===== src/rtl/norm_sqrt_if.sv =====
// Handshake/result bundle between the norm processor and norm_sqrt.
// master = upstream requester, slave = the square-root block.
interface norm_sqrt_if;
  logic        start;
  logic [38:0] norm2_in;
  logic        busy;
  logic        done;
  logic [23:0] norm_out;
  logic        ovf;

  modport master (output start, norm2_in, input busy, done, norm_out, ovf);
  modport slave  (input start, norm2_in, output busy, done, norm_out, ovf);
endinterface


===== src/rtl/norm_sqrt.sv =====
// Converts a squared norm (M x 2^E) into its root in memory word format.
// Optional rounding of the halved root is enabled by defining NORM_SQRT_ROUND_EN.
module norm_sqrt (
  input  logic         clk,
  input  logic         rst_n,
  norm_sqrt_if.slave   bus
);

  typedef enum logic [1:0] {IDLE, PREP, ITER, FIN} state_t;

  state_t      state, state_next;
  logic [38:0] op_q;        // captured operand: [38:30] E, [29:0] M
  logic [31:0] x_q;         // radicand, consumed two bits per iteration
  logic [17:0] rem_q;
  logic [15:0] root_q;
  logic [3:0]  cnt_q;
  logic [7:0]  exp_half_q;  // E'/2, identical to E>>1 for odd or even E

  // One restoring root step: bring down two bits, try to subtract 4r+1.
  logic [17:0] rem_shift, trial, rem_next;
  logic [15:0] root_next;

  always_comb begin
    rem_shift = (rem_q << 2) | {16'd0, x_q[31:30]};
    trial     = {root_q, 2'b01};
    rem_next  = rem_shift;
    root_next = {root_q[14:0], 1'b0};
    if (rem_shift >= trial) begin
      rem_next  = rem_shift - trial;
      root_next = {root_q[14:0], 1'b1};
    end
  end

  // Result formatting from the finished root.
  logic [9:0]  e_calc;
  logic [14:0] m_calc;
  logic        sat;
`ifdef NORM_SQRT_ROUND_EN
  logic [15:0] sum16;
`endif

  always_comb begin
    // NOTE: every variable gets a default before any branch so no latch is inferred.
    e_calc = '0;
    m_calc = '0;
`ifdef NORM_SQRT_ROUND_EN
    sum16  = {1'b0, root_q[15:1]} + {15'd0, root_q[0]};
`endif
    if (root_q == 16'd0) begin
      // Zero mantissa: exponent is forced to zero whatever E was.
      e_calc = '0;
      m_calc = '0;
    end else if (!root_q[15]) begin
      e_calc = {2'b00, exp_half_q};
      m_calc = root_q[14:0];
    end else begin
`ifdef NORM_SQRT_ROUND_EN
      if (sum16[15]) begin
        e_calc = {2'b00, exp_half_q} + 10'd2;
        m_calc = 15'h4000;
      end else begin
        e_calc = {2'b00, exp_half_q} + 10'd1;
        m_calc = sum16[14:0];
      end
`else
      e_calc = {2'b00, exp_half_q} + 10'd1;
      m_calc = root_q[15:1];
`endif
    end
    sat = (e_calc > 10'd255);
  end

  // State register
  always_ff @(posedge clk or negedge rst_n) begin
    // NOTE: clocked state uses non-blocking assignments so all registers update together.
    if (!rst_n) state <= IDLE;
    else        state <= state_next;
  end

  always_comb begin
    state_next = state;
    unique case (state)
      IDLE: if (bus.start) state_next = PREP;
      PREP: state_next = ITER;
      ITER: if (cnt_q == 4'd15) state_next = FIN;
      FIN:  state_next = IDLE;
      default: state_next = IDLE;
    endcase
  end

  assign bus.busy = (state != IDLE);

  // Datapath and registered outputs
  always_ff @(posedge clk or negedge rst_n) begin
    if (!rst_n) begin
      op_q         <= '0;
      x_q          <= '0;
      rem_q        <= '0;
      root_q       <= '0;
      cnt_q        <= '0;
      exp_half_q   <= '0;
      bus.done     <= 1'b0;
      bus.norm_out <= '0;
      bus.ovf      <= 1'b0;
    end else begin
      bus.done <= (state == FIN);
      unique case (state)
        IDLE: if (bus.start) op_q <= bus.norm2_in;
        PREP: begin
          // Odd exponent: double the mantissa so the exponent becomes even.
          x_q        <= op_q[30] ? {1'b0, op_q[29:0], 1'b0} : {2'b00, op_q[29:0]};
          exp_half_q <= op_q[38:31];
          rem_q      <= '0;
          root_q     <= '0;
          cnt_q      <= '0;
        end
        ITER: begin
          x_q    <= x_q << 2;
          rem_q  <= rem_next;
          root_q <= root_next;
          cnt_q  <= cnt_q + 4'd1;
        end
        FIN: begin
          bus.norm_out <= sat ? {1'b0, 8'hFF, 15'h7FFF} : {1'b0, e_calc[7:0], m_calc};
          bus.ovf      <= sat;
        end
        default: ;
      endcase
    end
  end

endmodule

===== src/flat_wrapper.sv =====
// flat-port wrapper written by rule: the top's interface ports become plain ports
module norm_sqrt_flat 
  (clk, rst_n, bus_start, bus_norm2_in, bus_busy, bus_done, bus_norm_out, bus_ovf);
  norm_sqrt_if bus_i ();
  input  logic clk;
  input  logic rst_n;
  input wire logic [$bits(bus_i.start)-1:0] bus_start;
  input wire logic [$bits(bus_i.norm2_in)-1:0] bus_norm2_in;
  output wire logic [$bits(bus_i.busy)-1:0] bus_busy;
  output wire logic [$bits(bus_i.done)-1:0] bus_done;
  output wire logic [$bits(bus_i.norm_out)-1:0] bus_norm_out;
  output wire logic [$bits(bus_i.ovf)-1:0] bus_ovf;
  assign bus_i.start = bus_start;
  assign bus_i.norm2_in = bus_norm2_in;
  assign bus_busy = bus_i.busy;
  assign bus_done = bus_i.done;
  assign bus_norm_out = bus_i.norm_out;
  assign bus_ovf = bus_i.ovf;
  norm_sqrt u_core (.clk(clk), .rst_n(rst_n), .bus(bus_i));
endmodule

===== config.mk =====
export PLATFORM = sky130hd
export DESIGN_NAME = norm_sqrt_flat
export DESIGN_NICKNAME = d
export VERILOG_FILES = /design/src/rtl/norm_sqrt_if.sv /design/src/rtl/norm_sqrt.sv /design/src/flat_wrapper.sv
export SDC_FILE = /design/constraint.sdc
export NUM_CORES = 1
export LEC_CHECK = 0
export ABC_AREA = 1
export CAP_MARGIN = 40
export CORE_MARGIN = 2
export CORE_UTILIZATION = 52
export DETAILED_ROUTE_END_ITERATION = 12
export PLACE_DENSITY = 0.87
export REMOVE_ABC_BUFFERS = 1
export SYNTH_ARGS = -nofsm -noshare
export SYNTH_HDL_FRONTEND = slang
export SYNTH_SLANG_ARGS = --single-unit

===== constraint.sdc =====
create_clock -name clk -period 1.6 [get_ports clk]
set_input_delay 0.48 -clock clk [delete_from_list [all_inputs] [get_ports clk]]
set_output_delay 0.48 -clock clk [all_outputs]
set_load 0.01 [all_outputs]

==> impl_metrics.env, run 1 <==
export IMPL_synth_cell_types=38
export IMPL_dp_cells=1293
export IMPL_drive_gt1_frac=0.2863
export IMPL_core_um2=14370
export IMPL_rows=44
export IMPL_drt_wl_total_um=26930
export IMPL_critPathBufInv=1
export IMPL_yosysMostFrequentCell="nand2_1"
export IMPL_fin_crit_sh=1.278
export IMPL_ys_seq_area_frac=0.4700
export IMPL_async_reset_ff_frac=1.000
export IMPL_clkTransAtPathRegs_ps=70
export IMPL_final_antenna_net_count=0
export IMPL_die_w_um=124.6
export IMPL_r2r_setup_slack_ps=-440
export IMPL_grt_pass1_vias=7959
export IMPL_num_nets_final=1225
export IMPL_wire_per_inst_um=19.89
export IMPL_skew_ps=16.33
export IMPL_fmax_mhz=489.2
export IMPL_synth_area_leader_cell="dfrtp_1"
export IMPL_hp_class="flop to flop"
export IMPL_cpLargestDelayFamily="simple AND/OR/NAND/NOR gates"
export IMPL_portBuffers=67
export IMPL_worst_path_stages=11
export IMPL_hold_viol_final=0
export IMPL_status="finished, violations left"
export IMPL_syn_inst=964
export IMPL_critPathSlowestCell="dfrtp_2"
export IMPL_path_common_cell="nand2_1"
export IMPL_crit_fanout=3
export IMPL_cts_made_buffers=17
export IMPL_fill_cells=841
export IMPL_cts_tree="built"
export IMPL_synth_edf_count=0
export IMPL_syn_to_final_growth_pct=41.24
export IMPL_fin_util=0.7431
export IMPL_grt_pass1_wl_um=39530
export IMPL_setup_viol=42
export IMPL_vias_per_cell=6.059
export IMPL_drc_errors=0
export IMPL_pin_count=69
export IMPL_rsz0062_at_grt="yes"
export IMPL_dr_first_iter_drc_count=1166
export IMPL_setup_ws_ps=-444.0
export IMPL_dieArea_um2=15520
export IMPL_gr_total_overflow=0
export IMPL_fp_dieH_um=124.6
export IMPL_root_buffer="clkbuf_16"
export IMPL_cp_endpoint="u_core.rem_q[15]"
export IMPL_worstPathCellList="ha_4 > buf_4 > nand2_1 > nor2_1 > nand2_1 > nand3_1 > nand2_2 > nand3_1 > nand3_1 > nand2_1 > nand2_1"
export IMPL_dp_hpwl_um=13400
export IMPL_failed_checks="setup timing"
export IMPL_drv_cap=0
export IMPL_htreeDepth=4
export IMPL_ys_top_cells_by_area="dfrtp_1 (47%), nand2_1 (16%), inv_1 (5.8%), ha_1 (4.1%), o21ai_0 (4.0%)"
export IMPL_first_pass_iters=9
export IMPL_startpoint="u_core.rem_q[4]"
export IMPL_stdcell_count=1354
export IMPL_period_minus_slack_ps=2044
export IMPL_grt_max_degree=62
export IMPL_cpPeakStageDelay_ps=460
export IMPL_hold_ws_ps=470.8
export IMPL_clock_sinks=142
export IMPL_gp_congestion=0.9796
export IMPL_ys_warn_count=0
export IMPL_grt_antenna_before_repair=0
export IMPL_clock_path_buffers=2
export IMPL_yosys_area_top_type_share=0.4700
export IMPL_worst_ep_required_time_ps=1930
export IMPL_syn_area_per_cell_um2=7.842
export IMPL_vias=8204
export IMPL_synth_common_cells="nand2_1 (315), dfrtp_1 (142), inv_1 (117), o21ai_0 (60), nand3_1 (54)"
export IMPL_clock_latency_ps=460
export IMPL_synth_top_flop_cell="dfrtp_1"
export IMPL_pre_cts_ws_ps=-278.1
export IMPL_synth_seq_cells=142
export IMPL_n_antenna_cell=0
export IMPL_grt_usage=0.3210
export IMPL_critical_path_class="flop to flop"
export IMPL_crit_path_start_kind="flop"
export IMPL_crit_reg2reg_capture="u_core.rem_q[15]"
export IMPL_end_kind="flop"
export IMPL_r2r_cells=11
export IMPL_cp_arrival_ps=2380
export IMPL_maxSlewViolCount=0
export IMPL_reg2reg_from="u_core.rem_q[4]"
export IMPL_synth_area_um2=7560
export IMPL_start_util=0.5261
final cells by class:
type                       count  area [µm²]  area share
clock buffer                  22       474.2     0.04441
clock inverter                 9       108.9     0.01019
inverter                     126       485.5     0.04547
multi-input combinational    653        3892      0.3645
sequential                   142        3558      0.3333
tap                          184       230.2     0.02156
timing repair buffer         217        1922      0.1800
timing repair inverter         1       6.256   0.0005859
worst register-to-register path: stages, from the launching register on:
cell     delay [ps]
dfrtp_2         460
ha_4            320
buf_4           130
nand2_1          80
nor2_1          180
nand2_1         110
nand3_1         150
nand2_2         100
nand3_1          90
nand3_1         120
nand2_1         120
nand2_1          60
metal layers:
| layer | track usage | vias up | wire length, µm |
|---|---|---|---|
| met5 | 0 | - | 0 |
| met4 | 0.2141 | 0 | 2449 |
| met3 | 0.07560 | 251 | 2439 |
| met2 | 0.5387 | 650 | 12850 |
| met1 | 0.3648 | 3820 | 9197 |
| li1 | - | 3483 | - |
kinds of logic (layout without fill, tap and decap cells):
kind of cell,after synthesis,count (layout),synth area share
simple gates,451,452,0.2516
buf+inv,170,375,0.08987
compound gates,153,153,0.1175
flops,142,142,0.4700
fa+ha+maj,25,25,0.04138
xor+xnor,11,11,0.01274
mux,11,11,0.01639
other cells,1,1,0.0004960
registers in the layout (all words and copies together) (netlist names):
name                 count
u_core.rem_q            16
u_core.state             2
u_core.bus.norm_out     23
u_core.root_q           16
u_core.x_q              32
u_core.exp_half_q        8
u_core.op_q             39
u_core.cnt_q             4
u_core.bus.done          1
u_core.bus.ovf           1
cells in the final DEF, fill, tap and decap left out, types with 11 or more instances in the layout:
| master | n |
|---|---|
| ha_4 | 16 |
| nor2_1 | 39 |
| nand2_1 | 272 |
| dfrtp_1 | 138 |
| o21ai_0 | 59 |
| inv_2 | 27 |
| nand2_2 | 40 |
| a21oi_1 | 37 |
| nand2_4 | 13 |
| o211ai_1 | 27 |
| inv_1 | 95 |
| mux2_2 | 11 |
| o22ai_1 | 16 |
| clkdlybuf4s50_1 | 40 |
| nand3_1 | 43 |
| clkbuf_16 | 17 |
| clkdlybuf4s15_1 | 19 |
| buf_4 | 136 |
stage by stage:
step / setup TNS (ps) / cell area, µm²
after floorplan: -79340 / 7356
after CTS: -7567 / 10380
after global placement: -10080 / 9276
after detailed placement: -12570 / 9276
after global routing: -15050 / 10680
final: -13620 / 10680
what timing repair did:
item / CTS / global route
pin swaps: 29 / 22
gates cloned: 1 / 2
buffers inserted: 18 / 10
endpoints found under the hold margin: 30 / 0
gates resized for setup: 118 / 82
setup endpoints to repair: 94 / 107
hold buffers: 1 / 0
worst min-delay path by stage:
stage	startpoint	end	cells past startpoint
CTS	u_core.bus.ovf	u_core.bus.ovf	2
global route	u_core.bus.ovf	u_core.bus.ovf	2
global placement	rst_n	u_core.bus.norm_out[11]	1
floorplan	rst_n	u_core.bus.done	0
finish	u_core.op_q[35]	u_core.exp_half_q[4]	2
detailed placement	rst_n	u_core.bus.ovf	1
Power of run 1 is not shown: default switching activity piles up to over one toggle a cycle in this logic, so the estimate is an artifact.
==> inputs of run 2 (changes only) <==
--- a/config.mk
+++ b/config.mk
@@ -8,9 +8,10 @@
 export ABC_AREA = 1
 export CAP_MARGIN = 40
 export CORE_MARGIN = 2
-export CORE_UTILIZATION = 52
+export CORE_UTILIZATION = 54
+export CTS_BUF_LIST = sky130_fd_sc_hd__clkbuf_8
 export DETAILED_ROUTE_END_ITERATION = 12
-export PLACE_DENSITY = 0.87
+export PLACE_DENSITY = 0.9
 export REMOVE_ABC_BUFFERS = 1
 export SYNTH_ARGS = -nofsm -noshare
 export SYNTH_HDL_FRONTEND = slang
==> run 2 against run 1 <==
  * The run still ends with setup timing left
  * Final cell count increased by 2.0%
  * Non-clock buffer count increased by 30
  * Sequential share of layout area decreased by 1.0 points
  * Die area decreased by 3.6%
  * Cell area increased by 3.1%
  * Critical path type unchanged
  * Critical path depth increased by 3
  * Worst hold slack got worse by 32 ps
  * Core utilization increased by 5.6 points
  * Flip-flop and latch count unchanged
  * Clock skew increased by 6.1 ps
  * Worst setup slack got worse by 240 ps
==> impl_metrics.env, run 2 (synthesis gave the netlist of run 1 again) <==
export IMPL_status="finished, violations left"
export IMPL_failed_checks="setup timing"
export IMPL_cts_tree="built"
export IMPL_end_kind="flop"
export IMPL_top_register="u_core.op_q"
export IMPL_crit_fanout=7
export IMPL_final_cell_mix="nand2_1 (246), buf_4 (154), dfrtp_1 (140)"
export IMPL_worstMarginPinSlew_ps=914.0
export IMPL_final_common_cell="nand2_1"
export IMPL_wire_per_inst_um=21.66
export IMPL_grt_pass1_wl_um=40090
export IMPL_cp_arrival_ps=2650
export IMPL_fin_crit_sh=1.428
export IMPL_clock_path_buffers=2
export IMPL_vias_per_cell=6.126
export IMPL_dieArea_um2=14960
export IMPL_clkTransAtPathRegs_ps=100
export IMPL_hold_viol_final=0
export IMPL_die_w_um=122.3
export IMPL_drv_cap=0
export IMPL_gp_congestion=0.9316
export IMPL_grt_usage=0.3466
export IMPL_first_pass_iters=9
export IMPL_rsz0062_at_grt="yes"
export IMPL_reg_top3="u_core.op_q: 39 flops, u_core.x_q: 32 flops, u_core.bus.norm_out: 23 flops"
export IMPL_clock_sinks=142
export IMPL_portBuffers=67
export IMPL_relSlewSlack=0.3842
export IMPL_n_antenna_cell=0
export IMPL_syn_to_final_growth_pct=45.60
export IMPL_fp_dieH_um=122.3
export IMPL_num_nets_final=1255
export IMPL_grt_max_degree=48
export IMPL_largest_reg_flops=39
export IMPL_grt_pass1_vias=8160
export IMPL_dp_hpwl_um=14320
export IMPL_worst_ep_required_time_ps=1970
export IMPL_hp_class="input port to asynchronous set/reset pin"
export IMPL_clock_latency_ps=490
export IMPL_start_util=0.5489
export IMPL_setup_ws_ps=-684.6
export IMPL_drt_wl_total_um=29910
export IMPL_fill_cells=724
export IMPL_final_antenna_net_count=0
export IMPL_drc_errors=0
export IMPL_drive_gt1_frac=0.3630
export IMPL_fmax_mhz=437.7
export IMPL_dp_cells=1301
export IMPL_htreeDepth=4
export IMPL_regArea_um2=3556
export IMPL_cts_made_buffers=17
export IMPL_grt_antenna_before_repair=0
export IMPL_dr_first_iter_drc_count=1014
export IMPL_skew_ps=22.44
export IMPL_rows=43
export IMPL_crit_path_start_kind="flop"
export IMPL_maxSlewViolCount=0
export IMPL_gr_total_overflow=0
export IMPL_root_buffer="clkbuf_8"
export IMPL_critical_path_class="flop to flop"
export IMPL_multiInputGateArea_um2=4184
export IMPL_setup_viol=65
export IMPL_stdcell_count=1381
export IMPL_period_minus_slack_ps=2285
export IMPL_vias=8460
export IMPL_finalSetupTns_ps=-16300
export IMPL_core_um2=13770
export IMPL_pin_count=69
-- run 2: changes by cell type in the layout (fill, tap and decap cells not counted), moves of 15 or more --
cell             before  now
nand2_1             272  246
buf_4               136  154
clkdlybuf4s15_1      19    3
clkbuf_2              1   16
clkbuf_8              3   18
nand2_4              13   28
nand3_2              10   25
-- run 2: layer usage --
metal	part of all wire	vias up	routed length [µm]	track usage
met1	0.33	3970	9832	0.3911
met3	0.11	269	3205	0.09247
met5	0	-	0	0
met4	0.099	0	2950	0.2091
met2	0.47	685	13920	0.5872
li1	-	3536	-	-
-- run 2: what timing repair did --
item	in CTS	in global routing
setup endpoints to repair	74	115
hold buffers	1	0
hold endpoints to repair	21	0
buffers inserted	21	24
gates cloned	1	4
pin swaps	30	49
gates resized for setup	176	133
-- run 2: path summary, 6_finish.rpt --
path / start / endpoint / slack (ps) / cells past startpoint
worst max-delay path: u_core.root_q[13] / u_core.rem_q[12] / -680 / 14
worst min-delay path: rst_n / u_core.bus.norm_out[17] / 440 / 2
worst max register to register: u_core.root_q[13] / u_core.rem_q[12] / -680 / 14
worst min register to register: u_core.x_q[21] / u_core.x_q[23] / 510 / 2
max in group asynchronous: rst_n / u_core.rem_q[9] / 600 / 3
min in group clk: u_core.x_q[21] / u_core.x_q[23] / 510 / 2
-- run 2: critical path, stage by stage, from the launching register on --
cell     delay (ps)
dfrtp_1         410
inv_2           200
ha_4            260
nand2_2          80
nand2_2          80
nand2_4         130
nand2_4          80
inv_2            80
nand2_1         100
nor2_2          210
nand2_4         130
nand2_8         120
nand2_1         100
nand3_2         110
nand2_1          80
-- run 2: final cells by class --
type | count | area share
multi-input combinational | 653 | 0.3801
sequential | 142 | 0.3231
timing repair buffer | 247 | 0.1961
inverter | 126 | 0.04433
clock buffer | 18 | 0.02251
tap | 180 | 0.02046
clock inverter | 14 | 0.01296
timing repair inverter | 1 | 0.0004547
-- run 2: through the flow --
stage	instance area [µm²]	worst slack (ps)	hold slack [ps]	utilization
after global placement	9374	-261.4	358.6	0.6806
final	11010	-684.6	438.9	0.7991
after global routing	11010	-969.9	451.7	0.7991
after CTS	10430	-227.6	443.0	0.7572
after floorplan	7356	-1104	184.4	-
after detailed placement	9374	-357.8	366.1	0.6806
Power of run 2 is left out for the same reason.
